`config.mk`:
```
export PLATFORM = sky130hd
export DESIGN_NAME = disp_channel_sched
export DESIGN_NICKNAME = d
export VERILOG_FILES = /design/src/rtl/disp_pkg.sv /design/src/rtl/disp_next_ch.sv /design/src/rtl/disp_channel_sched.sv
export SDC_FILE = /design/constraint.sdc
export NUM_CORES = 1
export LEC_CHECK = 0
export ABC_AREA = 1
export BUFFER_PORTS_ARGS = -buffer_cell sky130_fd_sc_hd__buf_4
export CORE_MARGIN = 3
export CORE_UTILIZATION = 54
export CTS_CLUSTER_SIZE = 12
export DETAILED_ROUTE_END_ITERATION = 8
export PLACE_DENSITY = 0.77
export REMOVE_ABC_BUFFERS = 1
export SYNTH_ARGS = -nofsm -noshare
export SYNTH_HDL_FRONTEND = slang
export SYNTH_SLANG_ARGS = --single-unit
```
`constraint.sdc`:
```
create_clock -name clk -period 2.6 [get_ports clk]
set_input_delay 0.39 -clock clk [delete_from_list [all_inputs] [get_ports clk]]
set_output_delay 0.39 -clock clk [all_outputs]
set_load 0.01 [all_outputs]
```
`src/rtl/disp_pkg.sv`:
```
// disp_pkg: shared encodings for the display channel scheduler.
package disp_pkg;
  localparam int CH_W = 3;
  typedef logic [CH_W-1:0] ch_t;
  typedef enum logic [1:0] {
    MODE_MANUAL = 2'b00,
    MODE_AUTO   = 2'b01,
    MODE_STEP   = 2'b10
  } mode_e;
  typedef enum logic [1:0] {
    S_RUN   = 2'd0,
    S_LATCH = 2'd1,
    S_HOLD  = 2'd2
  } state_e;
endpackage

```
`src/rtl/disp_next_ch.sv`:
```
// disp_next_ch: next enabled channel after cur, wrapping 7->0, cur itself last; 0 when mask is empty.
module disp_next_ch
  import disp_pkg::*;
(
  input  ch_t        cur,
  input  logic [7:0] mask,
  output ch_t        nxt
);
  logic [7:0] rot;
  ch_t        off;
  always_comb begin
    rot = 8'({mask, mask} >> (4'(cur) + 4'd1));
    off = 3'd7;
    for (int i = 6; i >= 0; i--) if (rot[i]) off = ch_t'(i);
    nxt = (mask == '0) ? '0 : cur + off + 3'd1;
  end
endmodule

```
`src/rtl/disp_channel_sched.sv`:
```
// disp_channel_sched: display mux channel sequencer with CPU-write preemption to channel 0.
module disp_channel_sched
  import disp_pkg::*;
#(
  parameter int DWELL_W  = 26,
  parameter int HOLD_CYC = 1024
) (
  input  logic               clk,
  input  logic               rst,
  input  logic [1:0]         mode,
  input  logic [2:0]         sw_sel,
  input  logic               step_pulse,
  input  logic [7:0]         ch_mask,
  input  logic [DWELL_W-1:0] dwell,
  input  logic               cpu_wr_req,
  output logic               cpu_wr_ack,
  output logic               latch_en,
  output logic [2:0]         test_sel,
  output logic               hold_active
);
  localparam int HC_W = $clog2(HOLD_CYC + 1);
  state_e             state_q, state_d;
  ch_t                test_sel_q, test_sel_d, saved_ch_q, saved_ch_d, nxt;
  logic [DWELL_W-1:0] dwell_cnt_q, dwell_cnt_d, dwell_max;
  logic [HC_W-1:0]    hold_cnt_q, hold_cnt_d;
  logic [1:0]         mode_q;
  logic               req_armed_q, req_armed_d, latch_en_q, latch_en_d;
  logic               hold_active_q, hold_active_d;
  logic               is_auto, is_step, mode_chg, expire, req_go, hold_done;

  disp_next_ch u_next (.cur(test_sel_q), .mask(ch_mask), .nxt(nxt));

  assign is_auto   = mode == MODE_AUTO;
  assign is_step   = mode == MODE_STEP;
  assign mode_chg  = mode != mode_q;
  assign dwell_max = (dwell == '0) ? '0 : dwell - DWELL_W'(1);
  assign expire    = dwell_cnt_q >= dwell_max;
  assign req_go    = cpu_wr_req && req_armed_q;
  assign hold_done = hold_cnt_q == HC_W'(HOLD_CYC - 1);

  always_comb begin
    state_d     = state_q;
    test_sel_d  = test_sel_q;
    saved_ch_d  = saved_ch_q;
    dwell_cnt_d = dwell_cnt_q;
    hold_cnt_d  = hold_cnt_q;
    req_armed_d = !cpu_wr_req ? 1'b1 : (state_q == S_LATCH) ? 1'b0 : req_armed_q;
    case (state_q)
      S_LATCH: begin
        state_d    = S_HOLD;
        hold_cnt_d = '0;
      end
      S_HOLD: begin
        hold_cnt_d = hold_cnt_q + HC_W'(1);
        if (req_go) state_d = S_LATCH;
        else if (hold_done) begin
          state_d    = S_RUN;
          test_sel_d = (is_auto || is_step) ? saved_ch_q : sw_sel;
        end
      end
      default: begin
        if (req_go) begin
          state_d    = S_LATCH;
          saved_ch_d = test_sel_q;
        end else begin
          // a mode change swallows that cycle's dwell expiry
          dwell_cnt_d = (!is_auto || mode_chg || expire) ? '0 : dwell_cnt_q + DWELL_W'(1);
          test_sel_d  = is_auto ? ((!mode_chg && expire) ? nxt : test_sel_q)
                      : is_step ? (step_pulse ? nxt : test_sel_q)
                      : sw_sel;
        end
      end
    endcase
    if (state_d != S_RUN) test_sel_d = '0;
    latch_en_d    = state_d == S_LATCH;
    hold_active_d = state_d != S_RUN;
  end

  always_ff @(posedge clk or negedge rst) begin
    if (!rst) begin
      state_q       <= S_RUN;
      test_sel_q    <= '0;
      saved_ch_q    <= '0;
      dwell_cnt_q   <= '0;
      hold_cnt_q    <= '0;
      mode_q        <= MODE_MANUAL;
      req_armed_q   <= 1'b1;
      latch_en_q    <= 1'b0;
      hold_active_q <= 1'b0;
    end else begin
      state_q       <= state_d;
      test_sel_q    <= test_sel_d;
      saved_ch_q    <= saved_ch_d;
      dwell_cnt_q   <= dwell_cnt_d;
      hold_cnt_q    <= hold_cnt_d;
      mode_q        <= mode;
      req_armed_q   <= req_armed_d;
      latch_en_q    <= latch_en_d;
      hold_active_q <= hold_active_d;
    end
  end

  assign test_sel    = test_sel_q;
  assign latch_en    = latch_en_q;
  assign cpu_wr_ack  = latch_en_q;
  assign hold_active = hold_active_q;
endmodule

```
After elaboration in Yosys (flattened, before gate mapping)
Index checks and enable logic that the tools add are counted.
{"block": "classes", "add_sub_neg": 6, "n_mul": 0, "div": 0, "order_cmp": 1, "eq_ne": 13, "shift": 1, "muxes": 27, "n_bitwise": 2, "reduce_logical": 15}
{"operator": "two-way mux 26 bit", "count": 2}
{"operator": "two-way mux 3 bit", "count": 14}
{"operator": "adder 26 x 1 -> 26 bit (second input constant)", "count": 1}
{"operator": "greater-or-equal comparator 26 bit", "count": 1}
{"operator": "zero test 26 bit", "count": 1}
{"operator": "subtractor 26 x 1 -> 26 bit (second input constant)", "count": 1}
{"operator": "case mux 11 bit (2 select lines)", "count": 1}
{"operator": ">> shifter 16 x 4 -> 7 bit", "count": 1}
{"operator": "adder 11 x 1 -> 11 bit (second input constant)", "count": 1}
{"operator": "== test 11 x 10 -> 1 bit (second input constant)", "count": 1}
{"operator": "two-way mux 2 bit", "count": 5}
{"operator": "zero test 8 bit", "count": 1}
{"operator": "== test 2 x 1 -> 1 bit (second input constant)", "count": 3}
{"operator": "case mux 3 bit (2 select lines)", "count": 1}
{"operator": "!= test 5 x 4 -> 1 bit (second input constant)", "count": 1}
{"operator": "AND reduction 5 bit", "count": 1}
{"operator": "adder 3 x 1 -> 4 bit (second input constant)", "count": 1}
{"operator": "== test 2 bit (second input constant)", "count": 2}
{"operator": "!= test 2 bit (second input constant)", "count": 2}
{"operator": "!= test 4 x 2 -> 1 bit (second input constant)", "count": 1}
{"operator": "case mux 2 bit (2 select lines)", "count": 1}
{"operator": "AND reduction 2 bit", "count": 2}
{"operator": "nonzero test 2 bit", "count": 2}
{"operator": "adder 3 x 1 -> 3 bit (second input constant)", "count": 1}
{"operator": "10 further kinds", "count": 17}
{"block": "word_totals", "reg_bits": 50, "latch_bits": 0, "ramBits": 0, "rom_bits": 0, "input_bits": 43, "output_inout_bits": 6, "word_cells": 74, "n_memories": 0}

Logic depth before layout (Yosys ltp)
Gate-level depths: netlist (run 1).
{"block": "depth", "depth_word": 18, "mapped_depth": 27, "ltp_nobuf": 26}

By module
A second synthesis (run 1) with hierarchy kept.
{"block": "unflattened", "cells_unflattened": 651, "area_unflattened_um2": 4673.2}
{"mod": "disp_channel_sched", "n_inst": 1, "cells_per_inst": 554, "area_per_inst_um2": 4137.7, "seq_area_each_um2": 1252.5}
{"mod": "disp_next_ch", "n_inst": 1, "cells_per_inst": 97, "area_per_inst_um2": 535.5, "seq_area_each_um2": 0.0}

Least setup slack after synthesis (run 1)
Ideal clock, no wire load.
{"block": "synth_path", "path_type": "input port to flip-flop", "start": "input port dwell[0]", "end": "register dwell_cnt_q[21]", "setup_ps": 87, "arrival_ps": 2873, "required_time_ps": 2513, "path_slack_ps": -360, "cell_stages": 25, "path_buffers": 2, "cell_sequence": "inv_1 ha_1 nand2_1 nor2_2 inv_2 nor2_4 inv_2 nor4_4 nand2_1 inv_1 buf_4 a21oi_1 o21ai_1 ha_1 nand2_1 nor2_1 nand2_1 nor2_1 nand2_1 nand2_1 nor2_1 nand3_1 or2_1 buf_2 a22oi_1"}
{"block": "synth_via", "elab_chain_cells": 5, "word_cells_on_any_way": 6, "cone_classes": "add/sub (1); order compare (1); mux (2); reduce/logical (2)"}
{"item": "from (decl)", "line_no": "disp_channel_sched.sv:14", "source": "input logic [DWELL_W-1:0] dwell,"}
{"item": "subtractor 26 x 1 -> 26 bit or zero test 26 bit (tied branches)", "line_no": "disp_channel_sched.sv:36", "source": "assign dwell_max = (dwell == '0) ? '0 : dwell - DWELL_W'(1);"}
{"item": "two-way mux 26 bit (*)", "line_no": "disp_channel_sched.sv:36"}
{"item": "greater-or-equal comparator 26 bit (*)", "line_no": "disp_channel_sched.sv:37", "source": "assign expire = dwell_cnt_q >= dwell_max;"}
{"item": "logical OR 1 bit (*)", "line_no": "disp_channel_sched.sv:67", "source": "dwell_cnt_d = (!is_auto || mode_chg || expire) ? '0 : dwell_cnt_q + DWELL_W'(1);"}
{"item": "two-way mux 26 bit (*)", "line_no": "disp_channel_sched.sv:67"}
{"item": "to (signal assigned)", "line_no": "disp_channel_sched.sv:94", "source": "dwell_cnt_q <= dwell_cnt_d;"}
{"item": "to (decl)", "line_no": "disp_channel_sched.sv:24", "source": "logic [DWELL_W-1:0] dwell_cnt_q, dwell_cnt_d, dwell_max;"}
Every way passes the cells marked *; elsewhere a longest branch is shown, timed or not.
A chain may end at the register's enable or synchronous reset.

Worst setup path in the final report (run 1)
{"block": "layout_path", "start": "input port dwell[1]", "end": "register dwell_cnt_q[11]"}
The elaborated chain is that of the path after synthesis.

==> results.json, run 1 <==
{
  "critical_path.endpoint_type": "register",
  "antenna-diode-count": 0,
  "grt_pass1_vias": 4571,
  "drc": 0,
  "synth_mux_area_share_pct": 0,
  "bufs_on_longest_clock_path": 2,
  "synthFlopType": "sky130_fd_sc_hd__dfrtp_1",
  "floorplan.initialDensity_pct": 56.44,
  "via_count_normalized_by_instance_count": 5.442,
  "dominant_combinational_cell_family_by_area_after_synthesis": "simple AND/OR/NAND/NOR gates",
  "initial_antenna_violation_count": 0,
  "totalWireLength_mm": 11.95,
  "die_h_um": 96.34,
  "fp-row-count": 32,
  "synth_async_sr_flop_share_pct": 100.0,
  "synth_edf_count": 0,
  "preCtsSetupSlack_ns": -0.7261,
  "cts-root-buf": "sky130_fd_sc_hd__clkbuf_8",
  "timing.critical_path.arrival_ns": 3.11,
  "tritoncts": "built",
  "post_synthesis_simple_gate_area_fraction_pct": 35.83,
  "yosysWarningCount": 0,
  "route.detailed.wl_per_inst_um": 13.86,
  "final_min_period_over_clock_period_pct": 110.7,
  "synthToLayoutAreaGrowth_pct": 34.44,
  "fill_cells": 595,
  "failed_checks": "negative setup slack",
  "criticalPathCategory": "in2reg",
  "yosys_register_bits": 50,
  "synth_seq_area_share_pct": 28.42,
  "grt_overflow_total": 0,
  "synth-compound-area-share_pct": 12.27,
  "syn_inst": 630,
  "cts.sinks": 50,
  "post_synth_fa_ha_maj_area_fraction_pct": 10.11,
  "post-place-cells": 832,
  "routed-via-count": 4691,
  "syn_avg_cell_area_um2": 6.995,
  "hp-class": "in2async",
  "core-area_mm2": 0.007807,
  "layout_min_cycle_time_ns": 2.878,
  "layout.cells.non_filler": 862,
  "timing.critical_path.from_type": "input port",
  "cap_violations": 0,
  "htree_levels": 2,
  "gp_routability_congestion": 0.8700,
  "post_synthesis_instance_area_mm2": 0.004407,
  "crit_path_max_fanout": 6,
  "critPathRequiredTime_ns": 2.83,
  "drt_pass1_iterations": 5,
  "worstSkewPairLatency_ns": 0.31,
  "p_leak_uw": 0.002892,
  "synth.lib_cells_used.distinct": 45,
  "io_buffer_count": 48,
  "final.setup.worst_slack_ns": -0.2780,
  "fp.dieArea_mm2": 0.009280,
  "nNetsFinal": 837,
  "headroom_to_the_max_slew_limit_pct": 57.27,
  "irDropWorstVdd_mv": 0.7496,
  "layout-drive-gt1-share_pct": 32.37,
  "dp.final_hpwl_mm": 8.584,
  "setup_repair_after_global_routing_missed_its_margin": "yes",
  "die-width_um": 96.34,
  "power.density_cell_area_mw_per_mm2": 502.4,
  "skew_ns": 0.009340,
  "fin_hold_ws_ns": 0.08634,
  "run_status": "complete, but fails checks",
  "setup_viol": 29,
  "maximum_number_of_pins_on_one_net_before_global_route_repair": 51,
  "cts.clk_slew.worst_paths_ns": 0.10,
  "maxClockFrequency_mhz": 347.5,
  "postRouteAntennaNets": 0,
  "final-max-slew-violation-count": 0,
  "dr.first_iter.drc_count": 272,
  "timing.final.hold_violations": 0,
  "actual_slew_at_the_worst_max_slew_pin_ns": 0.6410,
  "xor_xnor_share_of_the_synthesized_area_pct": 5.565,
  "grt_usage_pct": 26.46,
  "pin_count": 49,
  "grt_first_pass_wirelength_mm": 19.80,
  "numCtsBuffers": 5
}
registers in the layout, summed over array words and instances (netlist names):
register,cells
cpu_wr_ack,1
mode_q,2
state_q,2
saved_ch_q,3
test_sel,3
hold_active,1
hold_cnt_q,11
req_armed_q,1
dwell_cnt_q,26
where the power goes:
part           internal, uW  leakage, uW  total, uW  switching (uW)
Clock                   292    0.0000587        568             276
Combinational           546      0.00216       1470             929
Sequential              865     0.000678        934            68.6
Total                  1700      0.00289       2980            1270
final timing paths:
path / start / end / slack [ns] / cells past startpoint
max: dwell[1] / dwell_cnt_q[11] / -0.28 / 24
max in group asynchronous: rst / test_sel[0] / 2.05 / 1
min reg2reg: req_armed_q / req_armed_q / 0.48 / 2
min in group clk: mode[0] / mode_q[0] / 0.21 / 1
min: rst / dwell_cnt_q[24] / 0.09 / 1
max reg2reg: test_sel[0] / test_sel[2] / -0.16 / 20
logic make-up after synthesis:
logic type                 count (synthesis)
adders and majority gates                 35
buffers and inverters                     83
and+or+nand+nor                          338
DFF                                       50
xor gates and xnor gates                  28
AOI/OAI and AO/OA                         96
cell usage in the layout, fill, tap and decap left out, types with 10 or more instances in the layout:
cell,n
sky130_fd_sc_hd__nand2_1,131
sky130_fd_sc_hd__buf_4,121
sky130_fd_sc_hd__nor2_1,63
sky130_fd_sc_hd__inv_1,56
sky130_fd_sc_hd__nand3_1,52
sky130_fd_sc_hd__dfrtp_1,48
sky130_fd_sc_hd__ha_1,32
sky130_fd_sc_hd__a21oi_1,30
sky130_fd_sc_hd__xor2_1,20
sky130_fd_sc_hd__a21oi_2,17
sky130_fd_sc_hd__o21ai_0,13
sky130_fd_sc_hd__nand2_2,12
sky130_fd_sc_hd__nor3_1,12
sky130_fd_sc_hd__nor2_2,12
sky130_fd_sc_hd__o21ai_1,11
sky130_fd_sc_hd__inv_2,10
layer usage:
metal / routed length [um] / track usage [%] / up-vias / share of wire, %
li1: - / - / 2351 / -
met1: 5121 / 32.60 / 2172 / 43
met2: 6028 / 49.34 / 146 / 50
met3: 570 / 2.111 / 22 / 4.8
met4: 224 / 6.893 / 0 / 1.9
met5: 0 / 0 / - / 0
synthesized netlist by cell type, types with 3 or more instances:
master | number | area [um2]
sky130_fd_sc_hd__o21ai_1 | 10 | 50.05
sky130_fd_sc_hd__nor2_1 | 71 | 266.5
sky130_fd_sc_hd__inv_1 | 60 | 225.2
sky130_fd_sc_hd__xor2_1 | 21 | 183.9
sky130_fd_sc_hd__or2_1 | 3 | 18.77
sky130_fd_sc_hd__nor2_2 | 7 | 43.79
sky130_fd_sc_hd__o21a_1 | 4 | 30.03
sky130_fd_sc_hd__a21oi_2 | 3 | 26.28
sky130_fd_sc_hd__buf_2 | 3 | 15.01
sky130_fd_sc_hd__nor2_4 | 3 | 33.78
sky130_fd_sc_hd__inv_2 | 9 | 33.78
sky130_fd_sc_hd__a21boi_1 | 3 | 22.52
sky130_fd_sc_hd__ha_1 | 34 | 425.4
sky130_fd_sc_hd__buf_4 | 3 | 22.52
sky130_fd_sc_hd__nor3_1 | 15 | 75.07
sky130_fd_sc_hd__xnor2_1 | 7 | 61.31
sky130_fd_sc_hd__nand3b_1 | 3 | 22.52
sky130_fd_sc_hd__nand4_1 | 9 | 56.30
sky130_fd_sc_hd__o21ai_0 | 18 | 90.09
sky130_fd_sc_hd__nand3_2 | 4 | 40.04
sky130_fd_sc_hd__nand2_2 | 3 | 18.77
sky130_fd_sc_hd__clkbuf_1 | 4 | 15.01
sky130_fd_sc_hd__o21bai_1 | 4 | 30.03
sky130_fd_sc_hd__nand2_1 | 144 | 540.5
sky130_fd_sc_hd__and3_1 | 3 | 18.77
sky130_fd_sc_hd__nor4_1 | 6 | 37.54
sky130_fd_sc_hd__nor3_2 | 4 | 40.04
sky130_fd_sc_hd__a21oi_1 | 46 | 230.2
sky130_fd_sc_hd__or2_2 | 5 | 31.28
sky130_fd_sc_hd__nand3_1 | 53 | 265.3
sky130_fd_sc_hd__a31oi_1 | 3 | 18.77
sky130_fd_sc_hd__dfrtp_1 | 49 | 1226
critical path: stages:
cell                      delay (ns)
sky130_fd_sc_hd__buf_8          0.10
sky130_fd_sc_hd__inv_4          0.05
sky130_fd_sc_hd__ha_4           0.14
sky130_fd_sc_hd__nand2_4        0.05
sky130_fd_sc_hd__nor2_4         0.10
sky130_fd_sc_hd__buf_6          0.11
sky130_fd_sc_hd__nand2_2        0.04
sky130_fd_sc_hd__inv_2          0.05
sky130_fd_sc_hd__nand4_1        0.10
sky130_fd_sc_hd__buf_4          0.16
sky130_fd_sc_hd__xor2_1         0.15
sky130_fd_sc_hd__or2_1          0.22
sky130_fd_sc_hd__ha_1           0.30
sky130_fd_sc_hd__nand2_1        0.08
sky130_fd_sc_hd__nor2_1         0.05
sky130_fd_sc_hd__nand2_1        0.07
sky130_fd_sc_hd__nor2_2         0.04
sky130_fd_sc_hd__nand2_1        0.05
sky130_fd_sc_hd__nand2_1        0.05
sky130_fd_sc_hd__nor2_2         0.09
sky130_fd_sc_hd__nand3_2        0.11
sky130_fd_sc_hd__or2_4          0.32
sky130_fd_sc_hd__buf_8          0.16
sky130_fd_sc_hd__a21oi_2        0.13
stage by stage:
| step | utilization (%) | cell area (um2) | TNS (ns) | total power (uW) |
|---|---|---|---|---|
| floorplan | - | 4332 | -12.87 | 1768 |
| global placement | 67.88 | 5300 | -16.45 | 2202 |
| detailed placement | 67.88 | 5300 | -19.36 | 2243 |
| CTS | 74.02 | 5779 | -6.841 | 2907 |
| global route | 75.88 | 5924 | -11.85 | 3203 |
| finish | 75.88 | 5924 | -7.234 | 2976 |
final cells by class:
class,instances,area [um2],area share [%]
Sequential cell,50,1254,21.16
Timing Repair Buffer,134,1082,18.27
Inverter,71,276.5,4.667
Tap cell,102,127.6,2.154
Clock inverter,3,47.55,0.8025
Multi-Input combinational cell,497,3068,51.78
Clock buffer,5,68.82,1.162
timing repair:
action,CTS,global route
gates resized for setup,69,28
setup endpoints to repair,29,29
pin swaps,41,21
buffers inserted,14,6
cloned,2,0
hold buffers,0,0
(Power assumes the default switching activity.)
==> run 2, diff against run 1 <==
- BUFFER_PORTS_ARGS: -buffer_cell sky130_fd_sc_hd__buf_4 -> unset
- CORE_UTILIZATION: 54 -> 60
- CTS_BUF_LIST: unset -> sky130_fd_sc_hd__clkbuf_4 sky130_fd_sc_hd__clkbuf_8
- DONT_BUFFER_PORTS: unset -> 1
- PLACE_DENSITY: 0.77 -> 0.79
- REMOVE_ABC_BUFFERS: 1 -> unset
==> run 2 against run 1 <==
Compared with the run above: the flow still finishes with violations (negative setup slack); setup slack worse by 0.048 ns; clock power is essentially flat; register-to-register slack lost 0.17 ns; sequential share of layout area rose by 0.52 points; clock skew up 0.0086 ns; first-iteration DRC count up 15%; hold slack better by 0.022 ns; die area is 9.4% lower; clock-buffer cell count did not move; cell count down 8.0%; combinational power up 3%; final area decreased by 2.3%; critical path type is now reg2reg; critical endpoint is now test_sel[2].
==> results.json, run 2 (synthesis gave the netlist of run 1 again) <==
{
  "top_register": "dwell_cnt_q",
  "maxClockFrequency_mhz": 341.7,
  "biggestRegsByFlops": "dwell_cnt_q x26, hold_cnt_q x11",
  "die_h_um": 91.70,
  "criticalPathCategory": "reg2reg",
  "rr_endpoint": "test_sel[2]",
  "postRouteAntennaNets": 0,
  "rr_startpoint": "test_sel[0]",
  "via_count_normalized_by_instance_count": 5.921,
  "final_cell_area_mm2": 0.005789,
  "fp-row-count": 30,
  "worst_setup_path_startpoint": "test_sel[0]",
  "r2r_cells": 21,
  "hp-class": "in2reg",
  "setup_repair_after_global_routing_missed_its_margin": "yes",
  "timing.final.hold_violations": 0,
  "largest_register_ff_count": 26,
  "final_common_cell": "sky130_fd_sc_hd__nand2_1",
  "cts.clk_slew.worst_paths_ns": 0.09,
  "routed-via-count": 4695,
  "timing.critical_path.arrival_ns": 3.16,
  "layout-drive-gt1-share_pct": 30.85,
  "nNetsFinal": 774,
  "p_leak_uw": 0.002694,
  "io_buffer_count": 0,
  "fill_cells": 388,
  "report.power.total_uw": 3030,
  "grt_overflow_total": 0,
  "setup_viol": 29,
  "core-area_mm2": 0.006944,
  "fp.dieArea_mm2": 0.008409,
  "worstSkewPairLatency_ns": 0.32,
  "crit_path_max_fanout": 8,
  "floorplan.initialDensity_pct": 63.46,
  "dr.first_iter.drc_count": 314,
  "numCtsBuffers": 5,
  "bufs_on_longest_clock_path": 2,
  "dp.final_hpwl_mm": 8.171,
  "r2r_setup_slack_ns": -0.33,
  "route.detailed.wl_per_inst_um": 16.59,
  "irDropWorstVdd_mv": 0.6547,
  "drt_pass1_iterations": 6,
  "pin_count": 49,
  "power.density_cell_area_mw_per_mm2": 523.4,
  "hold-path-endpoint": "mode_q[1]",
  "gp_routability_congestion": 0.8983,
  "die-width_um": 91.70,
  "final-max-slew-violation-count": 0,
  "place_area_mm2": 0.004950,
  "cts.sinks": 50,
  "critPathRequiredTime_ns": 2.84,
  "timing.critical_path.from_type": "register",
  "final_cell_mix": "sky130_fd_sc_hd__nand2_1, sky130_fd_sc_hd__nor2_1, sky130_fd_sc_hd__inv_1",
  "grt_usage_pct": 25.95,
  "multiInputGateArea_mm2": 0.003328,
  "tritoncts": "built",
  "maximum_number_of_pins_on_one_net_before_global_route_repair": 51,
  "synthToLayoutAreaGrowth_pct": 31.37,
  "htree_levels": 2,
  "timing.hold.worst_path_depth": 0,
  "final.setup.worst_slack_ns": -0.3262,
  "drc": 0,
  "run_status": "complete, but fails checks",
  "layout_min_cycle_time_ns": 2.926,
  "cts-root-buf": "sky130_fd_sc_hd__clkbuf_8",
  "failed_checks": "negative setup slack",
  "headroom_to_the_max_slew_limit_pct": 65.68,
  "totalWireLength_mm": 13.16,
  "antenna-diode-count": 0,
  "final_min_period_over_clock_period_pct": 112.5,
  "grt_first_pass_wirelength_mm": 18.31,
  "initial_antenna_violation_count": 0,
  "actual_slew_at_the_worst_max_slew_pin_ns": 0.5129,
  "register_area_mm2": 0.001255,
  "hold_start": "mode[1]",
  "cap_violations": 0,
  "synth.net_count": 708,
  "grt_pass1_vias": 4320,
  "critical_path.endpoint_type": "register",
  "skew_ns": 0.01790
}
==> run 2: cell count changes in the layout (fill, tap and decap cells not counted), sizes merged <==
cell	before	now
dlygate4sd3	0	1
clkinv	2	5
buf	134	69
clkbuf	5	6
inv	71	68
==> run 2: routing by layer <==
metal / vias up / routed length (um) / GRT usage (%) / share of wire (%)
li1: 2223 / - / - / -
met4: 0 / 578 / 9.901 / 4.4
met2: 222 / 6660 / 45.10 / 51
met1: 2183 / 5037 / 31.41 / 38
met5: - / 0 / 0 / 0
met3: 67 / 878 / 5.496 / 6.7
==> run 2: worst max path at each step <==
stage,to,slack (ns),cells after the start
detailed placement,dwell_cnt_q[8],-0.53,22
global placement,test_sel[1],-0.43,27
global route,test_sel[2],-0.55,21
floorplan,dwell_cnt_q[21],-0.22,25
finish,test_sel[2],-0.33,21
CTS,dwell_cnt_q[11],-0.18,25
==> run 2: worst max-delay path, stage by stage, from the launching register on <==
cell and delay (ns):
sky130_fd_sc_hd__dfrtp_2 0.50, sky130_fd_sc_hd__buf_4 0.16, sky130_fd_sc_hd__nand2_1 0.14, sky130_fd_sc_hd__nand3_2 0.12, sky130_fd_sc_hd__nand2_1 0.08, sky130_fd_sc_hd__nor2_1 0.05, sky130_fd_sc_hd__o21ai_1 0.13, sky130_fd_sc_hd__a21oi_1 0.10
sky130_fd_sc_hd__nor2_1 0.16, sky130_fd_sc_hd__o21ai_1 0.11, sky130_fd_sc_hd__ha_2 0.20, sky130_fd_sc_hd__fa_2 0.40, sky130_fd_sc_hd__xor2_2 0.16, sky130_fd_sc_hd__inv_1 0.06, sky130_fd_sc_hd__nand2_1 0.06, sky130_fd_sc_hd__nand2_1 0.06
sky130_fd_sc_hd__nand2_1 0.04, sky130_fd_sc_hd__nand2_1 0.07, sky130_fd_sc_hd__nand2_1 0.06, sky130_fd_sc_hd__nand2_1 0.07, sky130_fd_sc_hd__nand2_1 0.05, sky130_fd_sc_hd__nor2_1 0.10
==> run 2: area by class of cell <==
type	instances	share of cell area (%)
tap	96	2.075
inverter	71	5.490
timing repair buffer	71	11.32
clock buffer	5	1.189
sequential	50	21.68
clock inverter	3	0.7564
multi-input combinational	497	57.49
==> run 2: power by group <==
group          total (uW)  internal (uW)  switching (uW)
Sequential            953            866            87.6
Combinational        1510            543             968
Clock                 565            289             277
==> run 2: metrics by stage <==
step	setup WS [ns]	util [%]	TNS, ns	instances	hold slack [ns]
3_3_place_gp	-0.4348	71.28	-10.81	766	0.09535
6_report	-0.3262	83.37	-6.189	793	0.1083
4_1_cts	-0.1829	75.19	-4.563	781	0.09396
5_1_grt	-0.5460	83.37	-11.49	793	0.08614
2_1_floorplan	-0.2190	-	-4.979	630	0.09441
3_5_place_dp	-0.5283	71.28	-14.17	766	0.09514
==> run 2: what timing repair did <==
action,in CTS,in global routing
resized for setup,22,108
endpoints found under the setup margin,29,29
hold buffers,2,0
hold endpoints to repair,50,0
gates cloned,1,2
buffers inserted,4,10
pin swaps,13,55
